===== config.mk =====
export PLATFORM = sky130hd
export DESIGN_NAME = baud_tick_gen
export DESIGN_NICKNAME = d
export VERILOG_FILES = /design/src/rtl/baud_tick_gen.sv
export SDC_FILE = /design/constraint.sdc
export NUM_CORES = 1
export LEC_CHECK = 0
export ABC_CLOCK_PERIOD_IN_PS = 5400
export CORE_UTILIZATION = 55
export CTS_BUF_LIST = sky130_fd_sc_hd__clkbuf_16
export CTS_CLUSTER_SIZE = 28
export DETAILED_ROUTE_END_ITERATION = 8
export GPL_TIMING_DRIVEN = 0
export MAX_ROUTING_LAYER = met4
export PLACE_DENSITY = 0.75
export SETUP_SLACK_MARGIN = 0.05
export SYNTH_ARGS = -nofsm -noshare
export SYNTH_HDL_FRONTEND = slang
export SYNTH_SLANG_ARGS = --single-unit

===== constraint.sdc =====
create_clock -name clk -period 5.4 [get_ports clk]
set_input_delay 0.54 -clock clk [delete_from_list [all_inputs] [get_ports clk]]
set_output_delay 0.54 -clock clk [all_outputs]
set_load 0.02 [all_outputs]

===== src/rtl/baud_tick_gen.sv =====
// Two-level baud tick generator: divide-by-div s_tick, divide-by-os bit_tick; ticks are combinational on the current count.
// Config accepted when cfg_ready is high, held pending (cfg_ready low) until the next bit boundary, en=0 or clr.
module baud_tick_gen #(
  parameter int DIV_W       = 16,
  parameter int OS_W        = 5,
  parameter int DEFAULT_DIV = 326,
  parameter int DEFAULT_OS  = 16
) (
  input  logic             clk,
  input  logic             reset_n,
  input  logic             en,
  input  logic             clr,
  input  logic             cfg_valid,
  output logic             cfg_ready,
  input  logic [DIV_W-1:0] cfg_div,
  input  logic [OS_W-1:0]  cfg_os,
  output logic             cfg_err,
  output logic             s_tick,
  output logic             bit_tick,
  output logic [DIV_W-1:0] q,
  output logic [OS_W-1:0]  os_q
);

  logic [DIV_W-1:0] cnt;
  logic [DIV_W-1:0] div_cur;
  logic [DIV_W-1:0] pend_div;
  logic [DIV_W-1:0] div_last;
  logic [OS_W-1:0]  sub;
  logic [OS_W-1:0]  os_cur;
  logic [OS_W-1:0]  pend_os;
  logic [OS_W-1:0]  os_last;
  logic             pending;
  logic             s_wrap;
  logic             sub_wrap;
  logic             cfg_acc;
  logic             cfg_bad;
  logic             cfg_apply;

  // Illegal divisors are never latched, so these subtractions cannot underflow.
  assign div_last  = div_cur - DIV_W'(1);
  assign os_last   = os_cur - OS_W'(1);

  assign s_wrap    = (cnt == div_last);
  assign sub_wrap  = (sub == os_last);
  assign s_tick    = en & ~clr & s_wrap;
  assign bit_tick  = s_tick & sub_wrap;

  assign cfg_ready = ~pending;
  assign cfg_acc   = cfg_valid & ~pending;
  assign cfg_bad   = (cfg_div < DIV_W'(2)) | (cfg_os == '0);
  assign cfg_apply = pending & (bit_tick | ~en | clr);

  assign q         = cnt;
  assign os_q      = sub;

  always_ff @(posedge clk or negedge reset_n) begin
    if (!reset_n) begin
      cnt <= '0;
      sub <= '0;
    end else if (clr) begin
      cnt <= '0;
      sub <= '0;
    end else if (en) begin
      cnt <= s_wrap ? '0 : cnt + DIV_W'(1);
      if (s_tick) begin
        sub <= sub_wrap ? '0 : sub + OS_W'(1);
      end
    end
  end

  // Accept and apply are mutually exclusive: accept needs pending low, apply needs it high.
  always_ff @(posedge clk or negedge reset_n) begin
    if (!reset_n) begin
      div_cur  <= DIV_W'(DEFAULT_DIV);
      os_cur   <= OS_W'(DEFAULT_OS);
      pend_div <= DIV_W'(DEFAULT_DIV);
      pend_os  <= OS_W'(DEFAULT_OS);
      pending  <= 1'b0;
      cfg_err  <= 1'b0;
    end else begin
      cfg_err <= cfg_acc & cfg_bad;
      if (cfg_apply) begin
        div_cur <= pend_div;
        os_cur  <= pend_os;
        pending <= 1'b0;
      end else if (cfg_acc && !cfg_bad) begin
        pend_div <= cfg_div;
        pend_os  <= cfg_os;
        pending  <= 1'b1;
      end
    end
  end

endmodule


==> run metrics, run 1 <==
Netlist cell types 57; most frequent CP cell nor4_1; Die ar. 8470 µm²; grt peak-use layer met2; initial drt markers 388; final setup TNS 0 ps; grt ovf 0; Rows 32; Area Growth Syn to Fin 19.84%; htree depth 3; Post-Syn Area per Cell 8.898 µm²; Hold Crit Class primary input to asynchronous set/reset pin; top post-synthesis cells by area dfrtp_1, dfstp_2, mux2_2, o311ai_1, nand2_1; most frequent cells in the layout dfrtp_1, nand2_1, clkdlybuf4s50_1; Clock transition at path regs 60 ps; Period Utilization, post-route 0.8950; clock skew 6.597 ps; 1st-pass router iterations 5; maximum vdd drop 0.2520 mV; Post-synth EDFFs 0; Mapped Cells 501; I/O pins 51; Fillers 627; synthesized net count 531; antenna violations before repair 0; commonest non-fill, non-tap cell in the layout dfrtp_1; Num CTS Buffers 9; PD cells 329.3 nW/µm²; Clock Sink Count 65; hold_ws 290.6 ps; routed wire length approximately 12000 µm; ANT cells 0; Main synth FF type dfrtp_1; vias per cell around 6.6; CP Launch Point div_cur[1]$_DFFE_PN1P_; CTS resizes 0; share of flip-flops with an asynchronous set or reset 1.000; Rel. slew slack 0.1653; postcts setup bufs 0; nets 590; mapped cell area 4458 µm²; kind of critical path register to output pin; synth warn 0; Max Clock Freq 0.2069 GHz; pin count of the biggest net entering global routing 66; post-synthesis sequential area ratio 0.3677; Final setup viols 0; PortBufs 48; met2 Track Usage GR 0.4720; antenna viol nets, final 0; later-pin clock latency in the skew report 340 ps; Slowest-stage cell, CP nor4_1; RR Startpoint div_cur[0]$_DFFE_PN0P_; fin crit period 4833 ps; Critical Path Fanout Max 9; Slew @ Worst Pin 1220 ps; CP Buf/Inv Count 3; Worst path top cell family by delay simple AND/OR/NAND/NOR gates; CTS tree done; status finished clean; die width around 92 µm; M3 GR Usage 0.03317; LEAKAGE 1.903 nW; share of layout cells above drive strength 1 0.1292; DR vias 4382; GPL Wtd Cong 0.9028; drc violations 0; Critical Path RT 4860 ps; post-synth top area cell dfrtp_1; Max-cap violations 0; Worst EP arrival 4290 ps; endpoints failing hold 0; Worst setup EP type output pin; Slew Viols, Final 0; CTS root buffer clkbuf_16; hpwl dp about 8800 µm; CP startpoint kind register; Initial Utilization 0.5739; drt wl/cell 18.18 µm; vias in the first global route 3909; CP cell instances buf_2 -> or4_1 -> clkbuf_1 -> nor4_1 -> mux2i_1 -> nor2_1 -> nor4_1 -> nand2_1 -> nor3_1 -> clkdlybuf4s50_1; grt met1 use 0.4115; largest buffer count on any clock path 2; GR Util All Layers 0.3055; #FFs+latches synth 65; RSZ-0062 raised after global routing no; Yosys top cell area share 0.3087; Largest stage delay, worst path 760 ps; hold buffers post-CTS 0; die height 92.03 µm; total core area 7767 µm²; first-pass GRT wire length 19820 µm
## Yosys cell counts (all sizes together), types with 3 or more instances
| library cell | number |
|---|---|
| or2 | 6 |
| nor3b | 3 |
| ha | 4 |
| xnor2 | 11 |
| o21ai | 11 |
| buf | 21 |
| o211ai | 3 |
| nor2 | 17 |
| a211oi | 3 |
| a2111o | 3 |
| mux2 | 22 |
| or3 | 4 |
| xor2 | 7 |
| nor3 | 12 |
| nor4 | 8 |
| o22ai | 7 |
| or4 | 11 |
| nor2b | 3 |
| o311ai | 28 |
| clkbuf | 31 |
| nand4b | 4 |
| a2111oi | 3 |
| dfrtp | 55 |
| o2bb2ai | 17 |
| nand2 | 51 |
| nand4 | 19 |
| nand3 | 35 |
| nand2b | 8 |
| a21oi | 5 |
| dfstp | 10 |
| a31oi | 26 |
| mux2i | 6 |
| inv | 16 |
## layout make-up
type                       count  area, µm²  share of cell area
buffer                        52      236.5             0.04426
inverter                      17      63.81             0.01194
clock buffer                   9      225.2             0.04215
tap                          102      127.6             0.02389
sequential                    65       1639              0.3068
timing repair buffer          48      478.0             0.08946
multi-input combinational    367       2519              0.4714
clock inverter                 7      53.80             0.01007
## registers in the layout, indices dropped and copies added (netlist names)
register  flops
os_q          5
pend_os       5
pend_div     16
q            16
div_cur      16
os_cur        5
cfg_err       1
pending       1
## worst paths after layout
| check | slack [ps] | to | cells past startpoint |
|---|---|---|---|
| max in group asynchronous | 4560 | div_cur[5]$_DFFE_PN0P_ | 1 |
| worst max register to register | 1600 | div_cur[12]$_DFFE_PN0P_ | 13 |
| min in group clk | 510 | pend_div[10]$_DFFE_PN0P_ | 1 |
| worst max-delay path | 570 | bit_tick | 10 |
| worst min register to register | 510 | pend_div[10]$_DFFE_PN0P_ | 1 |
| worst min-delay path | 290 | os_q[1]$_DFFE_PN0P_ | 1 |
## power breakdown
part	leakage, nW	switching (mW)	total, mW	internal, mW
Clock	0.128	0.238	0.552	0.314
Sequential	0.786	0.0693	0.653	0.584
Combinational	0.988	0.314	0.555	0.241
## metrics by stage
stage | util | area (µm²) | setup WS (ps) | power (mW) | instances
after floorplan | - | 4458 | 1742 | 1.058 | 501
after global placement | 0.6522 | 5066 | 979.7 | 1.184 | 651
after detailed placement | 0.6519 | 5064 | 977.4 | 1.202 | 651
after CTS | 0.6878 | 5343 | 609.8 | 1.751 | 667
after global routing | 0.6878 | 5343 | 242.9 | 1.846 | 667
final | 0.6878 | 5343 | 567.0 | 1.759 | 667
## cells by family after synthesis
kind of cell,after synthesis,share of synthesized area
and+or+nand+nor,192,0.2299
AOI/OAI and AO/OA,124,0.2144
buffers and inverters,69,0.06736
DFF,65,0.3677
muxes,28,0.06904
xor gates and xnor gates,19,0.04041
adders and majority gates,4,0.01123
## worst reg2reg max path, cell delays in order (launching register included)
cell and delay [ps]:
dfrtp_1 350, buf_2 180, inv_1 90, ha_1 290, or3b_2 550, or3_1 360
mux2_2 290, o211ai_2 290, or4b_1 470, buf_2 180, buf_6 160, buf_2 210
nand3_1 120, o311ai_1 110
## routing by layer
layer | vias to the layer above | share of wire
li1 | 2061 | -
met1 | 2114 | 0.45
met2 | 179 | 0.47
met3 | 28 | 0.051
met4 | 0 | 0.025
met5 | - | 0
Power figures use the tool's default switching activity.
==> run 2, diff against run 1 <==
- PLACE_DENSITY: 0.75 -> 0.78
==> run 2 against run 1 <==
Die area stayed put. Critical path depth stayed put. Final area is 0.28% higher.
==> run metrics, run 2 (synthesized netlist as in run 1, its figures left out) <==
fin util 0.6898 (+0.001933); Initial Utilization 0.5739 (unchanged); Max Clock Freq 0.2058 GHz (-0.55%); hpwl dp 8934 µm (+1.6%); pin count of the biggest net entering global routing 66 (unchanged); total core area 7767 µm² (unchanged); drt wl/cell 18.77 µm (+3.2%); CP cell instances buf_2 -> or4_1 -> clkbuf_1 -> nor4_1 -> mux2i_1 -> nor2_1 -> nor4_1 -> nand2_1 -> nor3_1 -> clkdlybuf4s50_1; Final setup viols 0 (unchanged); Max-cap violations 0 (unchanged); Critical Path Fanout Max 9 (unchanged); Slew @ Worst Pin 976.9 ps (-243.5 ps); 1st-pass router iterations 5 (unchanged); most frequent CP cell nor4_1; largest buffer count on any clock path 2 (unchanged); Clock transition at path regs 60 ps (about the same); GPL Wtd Cong 0.9103 (+0.83%); PD cells 335.1 nW/µm² (+1.8%); htree depth 3 (unchanged); PortBufs 48 (unchanged); Placed Area 5064 µm² (unchanged); Num CTS Buffers 9 (unchanged); nets 591 (+0.17%); postcts setup bufs 0 (unchanged); hold_ws 297.2 ps (+6.525 ps); Period Utilization, post-route 0.9000 (+0.004995); Worst EP arrival 4320 ps (+30 ps); die width 92.03 µm (unchanged); Rel. slew slack 0.3319 (+0.1665); Die ar. 8470 µm² (unchanged); final std cells w/o fill 668 (+0.15%); pre-CTS setup slack 990.8 ps (+13.36 ps); antenna violations before repair 0 (unchanged); first-pass GRT wire length 20330 µm (+2.6%); status finished clean; ANT cells 0 (unchanged); drc violations 0 (unchanged); Hold Crit Class primary input to asynchronous set/reset pin; Slew Viols, Final 0 (unchanged); CTS root buffer clkbuf_16; Clock Sink Count 65 (unchanged); Critical Path RT 4860 ps (about the same); LEAKAGE 1.916 nW (+0.67%); r2r setup slk 1570 ps (-30 ps); initial drt markers 349 (-10%); Final WS setup 540.0 ps (-26.97 ps); clock skew 6.000 ps (-0.5968 ps); final setup TNS 0 ps (unchanged); CTS tree done; I/O pins 51 (unchanged); die height 92.03 µm (unchanged); kind of critical path register to output pin; Worst setup EP type output pin; CP startpoint kind register; endpoints failing hold 0 (unchanged); GR Util All Layers 0.3145 (+0.008996); Largest stage delay, worst path 790 ps (+30 ps); Slowest-stage cell, CP nor4_1; CTS resizes 0 (unchanged); vias per cell 6.635 (+0.99%); cell area after layout 5358 µm² (+0.28%); routed wire length 12540 µm (+3.4%); DR vias 4432 (+1.1%); share of layout cells above drive strength 1 0.1254 (-0.003762); Design Power 1.795 mW (+2.0%); most frequent cells in the layout dfrtp_1, nand2_1, clkdlybuf4s50_1; vias in the first global route 4148 (+6.1%); RR Startpoint div_cur[1]$_DFFE_PN1P_; hold buffers post-CTS 0 (unchanged); Worst R2R Path Depth 13 (unchanged); Area Growth Syn to Fin 20.18%; DP Cell Count 651 (unchanged); commonest non-fill, non-tap cell in the layout dfrtp_1; R2R Path End pending$_DFFE_PN0P_; maximum vdd drop 0.1791 mV (-29%); later-pin clock latency in the skew report 330 ps (about the same); fin crit period 4860 ps (+26.97 ps); Rows 32 (unchanged); antenna viol nets, final 0 (unchanged); RSZ-0062 raised after global routing no; grt ovf 0 (unchanged)
[run 2: cell count changes in the layout (fill, tap and decap cells not counted), sizes merged]
cell	previous run	this run
bufinv	0	1
clkbuf	40	41
clkinv	3	2
[run 2: report_power, final]
part           switching, mW  total, mW  internal (mW)
registers             0.0717      0.656          0.584
clock network          0.222      0.575          0.353
logic                  0.323      0.564          0.241
total                  0.617       1.80           1.18
[run 2: cell type report]
cell class / instances / area, µm²
plain buffers: 52 / 236.5
clock buffers: 9 / 225.2
inverters: 17 / 63.81
clock inverters: 7 / 65.06
well taps: 102 / 127.6
fillers: 641 / 2410
flip-flops and latches: 65 / 1639
multi-input cells: 367 / 2519
repair buffers: 49 / 481.7
[run 2: worst max-delay path by stage]
| stage | startpoint | endpoint | cells after the start |
|---|---|---|---|
| floorplan | div_cur[4]$_DFFE_PN0P_ | bit_tick | 9 |
| global placement | div_cur[0]$_DFFE_PN0P_ | bit_tick | 10 |
| detailed placement | div_cur[1]$_DFFE_PN1P_ | bit_tick | 10 |
| CTS | div_cur[1]$_DFFE_PN1P_ | bit_tick | 10 |
| global route | div_cur[1]$_DFFE_PN1P_ | bit_tick | 10 |
| finish | div_cur[1]$_DFFE_PN1P_ | bit_tick | 10 |
[run 2: worst max-delay path, delay by kind of cell (launching register included)]
kind / cells / cell delay, ps
buffers and inverters: 3 / 1020
DFF: 1 / 360
muxes: 1 / 320
and+or+nand+nor: 6 / 2290
[run 2: routing by layer]
layer,track usage,part of all wire,up-vias
li1,-,-,2047
met1,0.3896,0.42,2130
met2,0.5087,0.48,218
met3,0.05307,0.066,37
met5,-,0,-
met4,0.1354,0.029,0
